--- src/rtl/qr_pkg.sv ---
// Shared types and constants for the 3x3 QR rotation sequencer.
//   state_e    : sequencer FSM states
//   rot_mode_e : rotation-unit operating mode
//   op_t       : one scheduled rotation-unit operation
//   elem_addr  : builds {bank, row*3+col} element-store addresses
package qr_pkg;

    localparam int QR_ADDR_W = 5;
    localparam int NUM_OPS   = 17;
    localparam int OP_W      = 5;

    localparam logic BANK_R  = 1'b0;
    localparam logic BANK_QT = 1'b1;

    typedef enum logic [2:0] {
        IDLE,
        ISSUE,
        WAIT,
        WRITE,
        TRANSPOSE,
        DONE
    } state_e;

    typedef enum logic {
        VECTOR = 1'b0,
        ROTATE = 1'b1
    } rot_mode_e;

    typedef struct packed {
        rot_mode_e              mode;
        logic [QR_ADDR_W-1:0]   addr_a;
        logic [QR_ADDR_W-1:0]   addr_b;
        logic                   final_q;  // Q^T op of the last rotation
    } op_t;

    function automatic logic [QR_ADDR_W-1:0] elem_addr(input logic bank, input int row,
                                                       input int col);
        logic [3:0] idx;
        idx = 4'(row * 3 + col);
        return {bank, idx};
    endfunction

endpackage

--- src/rtl/qr_schedule_rom.sv ---
// Combinational schedule lookup: op index (0..16) -> operation descriptor.
//   op_idx : in  op counter
//   op     : out mode, operand addresses, final-rotation Q^T flag
// Rotations (p,q,c) = (0,1,0), (0,2,0), (1,2,1). Each rotation is one VECTOR
// on column c, ROTATEs on R columns c+1..2, then ROTATEs on Q^T columns 0..2.
module qr_schedule_rom
    import qr_pkg::*;
(
    input  logic [OP_W-1:0] op_idx,
    output op_t             op
);

    int p, q, c, j;  // rotation rows/pivot column and op index within the rotation

    always_comb begin
        p = 0;
        q = 1;
        c = 0;
        j = int'(op_idx);
        if (op_idx >= 5'd12) begin
            p = 1; q = 2; c = 1; j = int'(op_idx) - 12;
        end else if (op_idx >= 5'd6) begin
            p = 0; q = 2; c = 0; j = int'(op_idx) - 6;
        end

        op = '0;
        if (int'(op_idx) >= NUM_OPS) begin
            op = '0;
        end else if (j == 0) begin
            op.mode   = VECTOR;
            op.addr_a = elem_addr(BANK_R, p, c);
            op.addr_b = elem_addr(BANK_R, q, c);
        end else if (j <= 2 - c) begin
            op.mode   = ROTATE;
            op.addr_a = elem_addr(BANK_R, p, c + j);
            op.addr_b = elem_addr(BANK_R, q, c + j);
        end else begin
            op.mode    = ROTATE;
            op.addr_a  = elem_addr(BANK_QT, p, j - (3 - c));
            op.addr_b  = elem_addr(BANK_QT, q, j - (3 - c));
            // the last rotation's Q^T ops are the last three in the schedule
            op.final_q = (int'(op_idx) >= NUM_OPS - 3);
        end
    end

endmodule

--- src/rtl/qr_rotation_sequencer.sv ---
// Sequences the 17 Givens-rotation ops of a 3x3 QR decomposition onto the
// shared rotation unit, drives store write-back, then triggers Q^T readout.
//   CLK, RST         : clock, synchronous active-high reset
//   start            : begin a decomposition (honoured only when idle)
//   rot_valid/ready  : op handshake with the rotation unit
//   rot_mode, rot_addr_a/b : op mode and operand addresses
//   rot_done         : result-available pulse from the rotation unit
//   wr_en, wr_addr_a/b     : element-store write-back
//   q_init           : store loads identity into the Q^T bank
//   valid_transpose  : final-rotation Q^T pair on store outputs
//   start_transpose  : Q_Transpose readout enable
//   busy, done       : sequence status / completion pulse
module qr_rotation_sequencer
    import qr_pkg::*;
#(
    parameter int WORDLEN            = 16,
    parameter int FRACTION_WIDTH     = 12,
    parameter int MATRIX_ELEMENT_NUM = 9,
    parameter int ADDR_W             = $clog2(MATRIX_ELEMENT_NUM) + 1
) (
    input  logic              CLK,
    input  logic              RST,
    input  logic              start,
    output logic              rot_valid,
    input  logic              rot_ready,
    output logic              rot_mode,
    output logic [ADDR_W-1:0] rot_addr_a,
    output logic [ADDR_W-1:0] rot_addr_b,
    input  logic              rot_done,
    output logic              wr_en,
    output logic [ADDR_W-1:0] wr_addr_a,
    output logic [ADDR_W-1:0] wr_addr_b,
    output logic              q_init,
    output logic              valid_transpose,
    output logic              start_transpose,
    output logic              busy,
    output logic              done
);

    localparam int TCNT_W = (MATRIX_ELEMENT_NUM > 1) ? $clog2(MATRIX_ELEMENT_NUM) : 1;

    // The schedule only fits this address layout; word format must leave an integer bit.
    if (ADDR_W != QR_ADDR_W || FRACTION_WIDTH >= WORDLEN) begin : g_bad_params
        $error("qr_rotation_sequencer: unsupported parameter set");
    end

    state_e            state_q, state_d;
    logic [OP_W-1:0]   op_q, op_d;
    logic [TCNT_W-1:0] tcnt_q, tcnt_d;
    logic              q_init_q, q_init_d;
    op_t               op;
    logic              op_active;

    qr_schedule_rom u_rom (
        .op_idx (op_q),
        .op     (op)
    );

    always_ff @(posedge CLK) begin
        if (RST) begin
            state_q  <= IDLE;
            op_q     <= '0;
            tcnt_q   <= '0;
            q_init_q <= 1'b0;
        end else begin
            state_q  <= state_d;
            op_q     <= op_d;
            tcnt_q   <= tcnt_d;
            q_init_q <= q_init_d;
        end
    end

    always_comb begin
        state_d  = state_q;
        op_d     = op_q;
        tcnt_d   = tcnt_q;
        q_init_d = 1'b0;
        case (state_q)
            IDLE: begin
                if (start) begin
                    state_d  = ISSUE;
                    op_d     = '0;
                    q_init_d = 1'b1;  // registered so it lasts only the first ISSUE cycle
                end
            end
            ISSUE: if (rot_ready) state_d = WAIT;
            WAIT:  if (rot_done)  state_d = WRITE;
            WRITE: begin
                if (op_q == OP_W'(NUM_OPS - 1)) begin
                    state_d = TRANSPOSE;
                    tcnt_d  = '0;
                end else begin
                    state_d = ISSUE;
                    op_d    = op_q + 1'b1;
                end
            end
            TRANSPOSE: begin
                if (tcnt_q == TCNT_W'(MATRIX_ELEMENT_NUM - 1)) state_d = DONE;
                else tcnt_d = tcnt_q + 1'b1;
            end
            DONE: begin
                state_d = IDLE;
                op_d    = '0;
            end
            default: state_d = IDLE;
        endcase
    end

    // Outputs decode registered state only; addresses are zero outside an op.
    always_comb begin
        op_active       = (state_q == ISSUE) || (state_q == WAIT) || (state_q == WRITE);
        rot_valid       = (state_q == ISSUE);
        rot_mode        = op_active && (op.mode == ROTATE);
        rot_addr_a      = op_active ? ADDR_W'(op.addr_a) : '0;
        rot_addr_b      = op_active ? ADDR_W'(op.addr_b) : '0;
        wr_en           = (state_q == WRITE);
        wr_addr_a       = op_active ? ADDR_W'(op.addr_a) : '0;
        wr_addr_b       = op_active ? ADDR_W'(op.addr_b) : '0;
        valid_transpose = (state_q == WRITE) && op.final_q;
        start_transpose = (state_q == TRANSPOSE);
        busy            = (state_q != IDLE);
        done            = (state_q == DONE);
        q_init          = q_init_q;
    end

endmodule

--- config.mk ---
export PLATFORM = sky130hd
export DESIGN_NAME = qr_rotation_sequencer
export DESIGN_NICKNAME = d
export VERILOG_FILES = /design/src/rtl/qr_pkg.sv /design/src/rtl/qr_schedule_rom.sv /design/src/rtl/qr_rotation_sequencer.sv
export SDC_FILE = /design/constraint.sdc
export NUM_CORES = 1
export LEC_CHECK = 0
export ABC_CLOCK_PERIOD_IN_PS = 11310
export CORE_MARGIN = 2
export CORE_UTILIZATION = 55
export CTS_CLUSTER_DIAMETER = 30
export DETAILED_ROUTE_END_ITERATION = 12
export PLACE_DENSITY = 0.91
export SLEW_MARGIN = 10
export SYNTH_ARGS = -nofsm -noshare
export SYNTH_HDL_FRONTEND = slang
export SYNTH_SLANG_ARGS = --single-unit
--- constraint.sdc ---
create_clock -name CLK -period 11.31 [get_ports CLK]
set_clock_uncertainty 0.15 [all_clocks]
set_input_delay 2.262 -clock CLK [delete_from_list [all_inputs] [get_ports CLK]]
set_output_delay 2.262 -clock CLK [all_outputs]
set_load 0.1 [all_outputs]
==> run summary <==
Status - finished, final reports clean
# rows - 20
Leakage power total - 0.824 nW
Hold EP - tcnt_q[1]
IO Count - 33
Hold_sp - tcnt_q[1]
Final ANT Viol Nets - 0
Final hold vios - 0
Commonest non-fill, non-tap cell in the layout - clkdlybuf4s50_1
Hold crit path type - flip-flop to flip-flop
Vias in the first global route - 1415
Synthesized area - 1710 µm²
Required @ worst endpoint - 8.90 ns
Dpl cells - 262
H-tree levels - 1
I/O Buffers - 32
FF-to-FF setup slack - 9.08 ns
Die height - 59.8 µm
Synth Area in XOR/XNOR - 0.0658
Mapped Nets - 247
Drt wl/cell - 14.4 µm
Setup violators final - 0
TNS Setup - 0 ns
FF-to-FF End - op_q[3]
Tot Pwr - 0.119 mW
Nets - 265
Cell variety after synth - 49
Vias - 1555
Async set-reset flop share out of synthesis - 0
Detailed placer's ending HPWL - 3.09 mm
Crit path capture type - output port
Largest net degree at the start of global routing - 15
Post-CTS setup repair buffer count - 0
WL final - 3.83 mm
Core Area - 3000 µm²
R2r startpoint - op_q[1]
Multi-input combinational cell area - 1250 µm²
Fin crit share - 0.754
Largest cells by area after synthesis - ha_1 (18%), dfxtp_1 (15%), a21oi_1 (5.6%), buf_4 (4.8%), inv_1 (4.0%)
Iter 0 DRT Violations - 50
Cell count of the worst hold path - 2
Yosys top cell area share - 0.176
Total grt overflow - 0
Synthesized instance count - 216
Worst vdd ir - 0.0593 mV
Non-Filler Instances - 266
Drt first pass iters - 4
Root Buffer - clkbuf_4
Storage element area - 260 µm²
PwrDens - 60.7 nW/µm²
Fmax - 0.117 GHz
Initial Utilization - 0.570
Fraction of synthesized area in multiplexers - 0.0315
Sequential share of the synthesized area - 0.152
Clock latency on the worst-skew pair - 0.29 ns
Post-synth EDFFs - 0
Critical Path Fanout Max - 13
Min Tclk post-route - 8.53 ns
Post-synthesis compound-gate area fraction - 0.181
Post-synth top area cell - ha_1
Clock tree sinks - 13
Seq cells post-synth - 13
Type of origin of the critical path - flip-flop
Hold buffer count at CTS - 0
Max Cap Viol - 0
Post-synth top flop - dfxtp_1
Residual DRC count - 0
PostCTS Resize Cnt - 0
Initial antenna violation count - 0
Worst Tran Pin Value - 0.997 ns
Clk buf depth - 2
CTS buffer count - 3
Vias/cell - 5.85
Share of cells above drive strength 1 - 0.0730
Final Max Slew Viols - 0
Die area - 3570 µm²
FF-to-FF path depth - 8
CTS tree - built
Fillers - 249
Placer congestion estimate - 0.892
Area Growth Syn to Fin - 15.1%
Tot GR Track Use - 0.226
Crit Path Class - flip-flop to output port
Synth Area in Adders - 0.199
CP arrival - 6.12 ns
Mean Syn Cell Area - 7.92 µm²
Ant. Diodes - 0
Largest family of logic cells by synthesized area - simple AND/OR/NAND/NOR gates
Relative slew slack - 0.333
First-pass GRT wire length - 6.22 mm
Clock transition at the registers of the reported paths - 0.08 ns
Die X - 59.8 µm
RSZ-0062 raised after global routing - no
Syn. warnings - 0
Most frequent cells in the layout - clkdlybuf4s50_1 (32), ha_1 (24), a21oi_1 (19), inv_1 (18), nor2_1 (17)
Simple-Gate Fraction of Synth Area - 0.253
how the worst max path moves through the flow:
stage | startpoint | endpoint | slack (ns) | depth (start not counted)
final | op_q[1] | rot_addr_a[3] | 2.78 | 24
after floorplan | op_q[1] | wr_addr_a[3] | 3.02 | 26
after global placement | op_q[1] | rot_addr_a[3] | 3.32 | 24
after CTS | op_q[1] | rot_addr_a[3] | 2.78 | 24
after global routing | op_q[1] | rot_addr_a[3] | 2.38 | 24
after detailed placement | op_q[1] | rot_addr_a[3] | 3.11 | 24
critical path: stages, from the launching register on:
cell             delay (ns)
dfxtp_1                0.61
inv_1                  0.21
ha_1                   0.28
nand4bb_4              0.12
and2_4                 0.21
inv_2                  0.10
ha_1                   0.28
nor2_1                 0.05
a21oi_1                0.13
nor2_1                 0.08
o21ai_1                0.28
inv_1                  0.12
ha_1                   0.29
ha_1                   0.20
inv_1                  0.07
fa_1                   0.42
or2_1                  0.29
inv_1                  0.11
ha_1                   0.23
a21oi_1                0.13
nor2_1                 0.06
xnor2_1                0.14
xnor2_1                0.13
nor2_1                 0.13
clkdlybuf4s50_1        1.15
cells in the mapped netlist (3+ instances only):
cell type   n
ha_1       24
nor2b_1     6
dfxtp_1    13
nand2_1    11
and2_1      8
a21oi_1    19
clkbuf_1    4
buf_4      11
a21o_1      3
inv_1      18
nor3_1     10
xor2_1      4
nand2b_1    3
nor2_1     17
o21ai_0     3
or3_1       3
xnor2_1     7
nand3_1    10
report_power, final:
part / switching (mW) / internal (mW)
Sequential: 0.00173 / 0.0466
Combinational: 0.0317 / 0.0102
Clock: 0.0161 / 0.0132
Total: 0.0495 / 0.0700
sequential cells by signal, indices dropped and copies added, names as in the netlist:
register	count
state_q	3
tcnt_q	4
q_init	1
op_q	5
per-layer routing:
| layer | global-route usage | routed length [µm] |
|---|---|---|
| met1 | 0.275 | 1570 |
| met5 | 0 | 0 |
| met2 | 0.405 | 2010 |
| met4 | 0.0921 | 64 |
| met3 | 0.0195 | 186 |
logic make-up after synthesis:
group           Yosys count
compound gates           44
xor+xnor                 12
fa+ha+maj                26
buf+inv                  38
flops                    13
mux                       4
simple gates             79
layout make-up:
cell class | count | area share
inverters | 19 | 0.0362
well taps | 33 | 0.0210
multi-input cells | 165 | 0.634
clock buffers | 3 | 0.0114
clock inverters | 1 | 0.00254
repair buffers | 32 | 0.163
flip-flops and latches | 13 | 0.132
per-stage QoR:
step | setup WS [ns] | cell area, µm² | hold WS [ns] | utilization
final | 2.78 | 1970 | 0.358 | 0.656
after global routing | 2.38 | 1970 | 0.398 | 0.656
after CTS | 2.78 | 1970 | 0.363 | 0.656
after detailed placement | 3.11 | 1940 | 0.351 | 0.647
after global placement | 3.32 | 1940 | 0.348 | 0.647
after floorplan | 3.02 | 1710 | 0.324 | -
(Power assumes the default switching activity.)
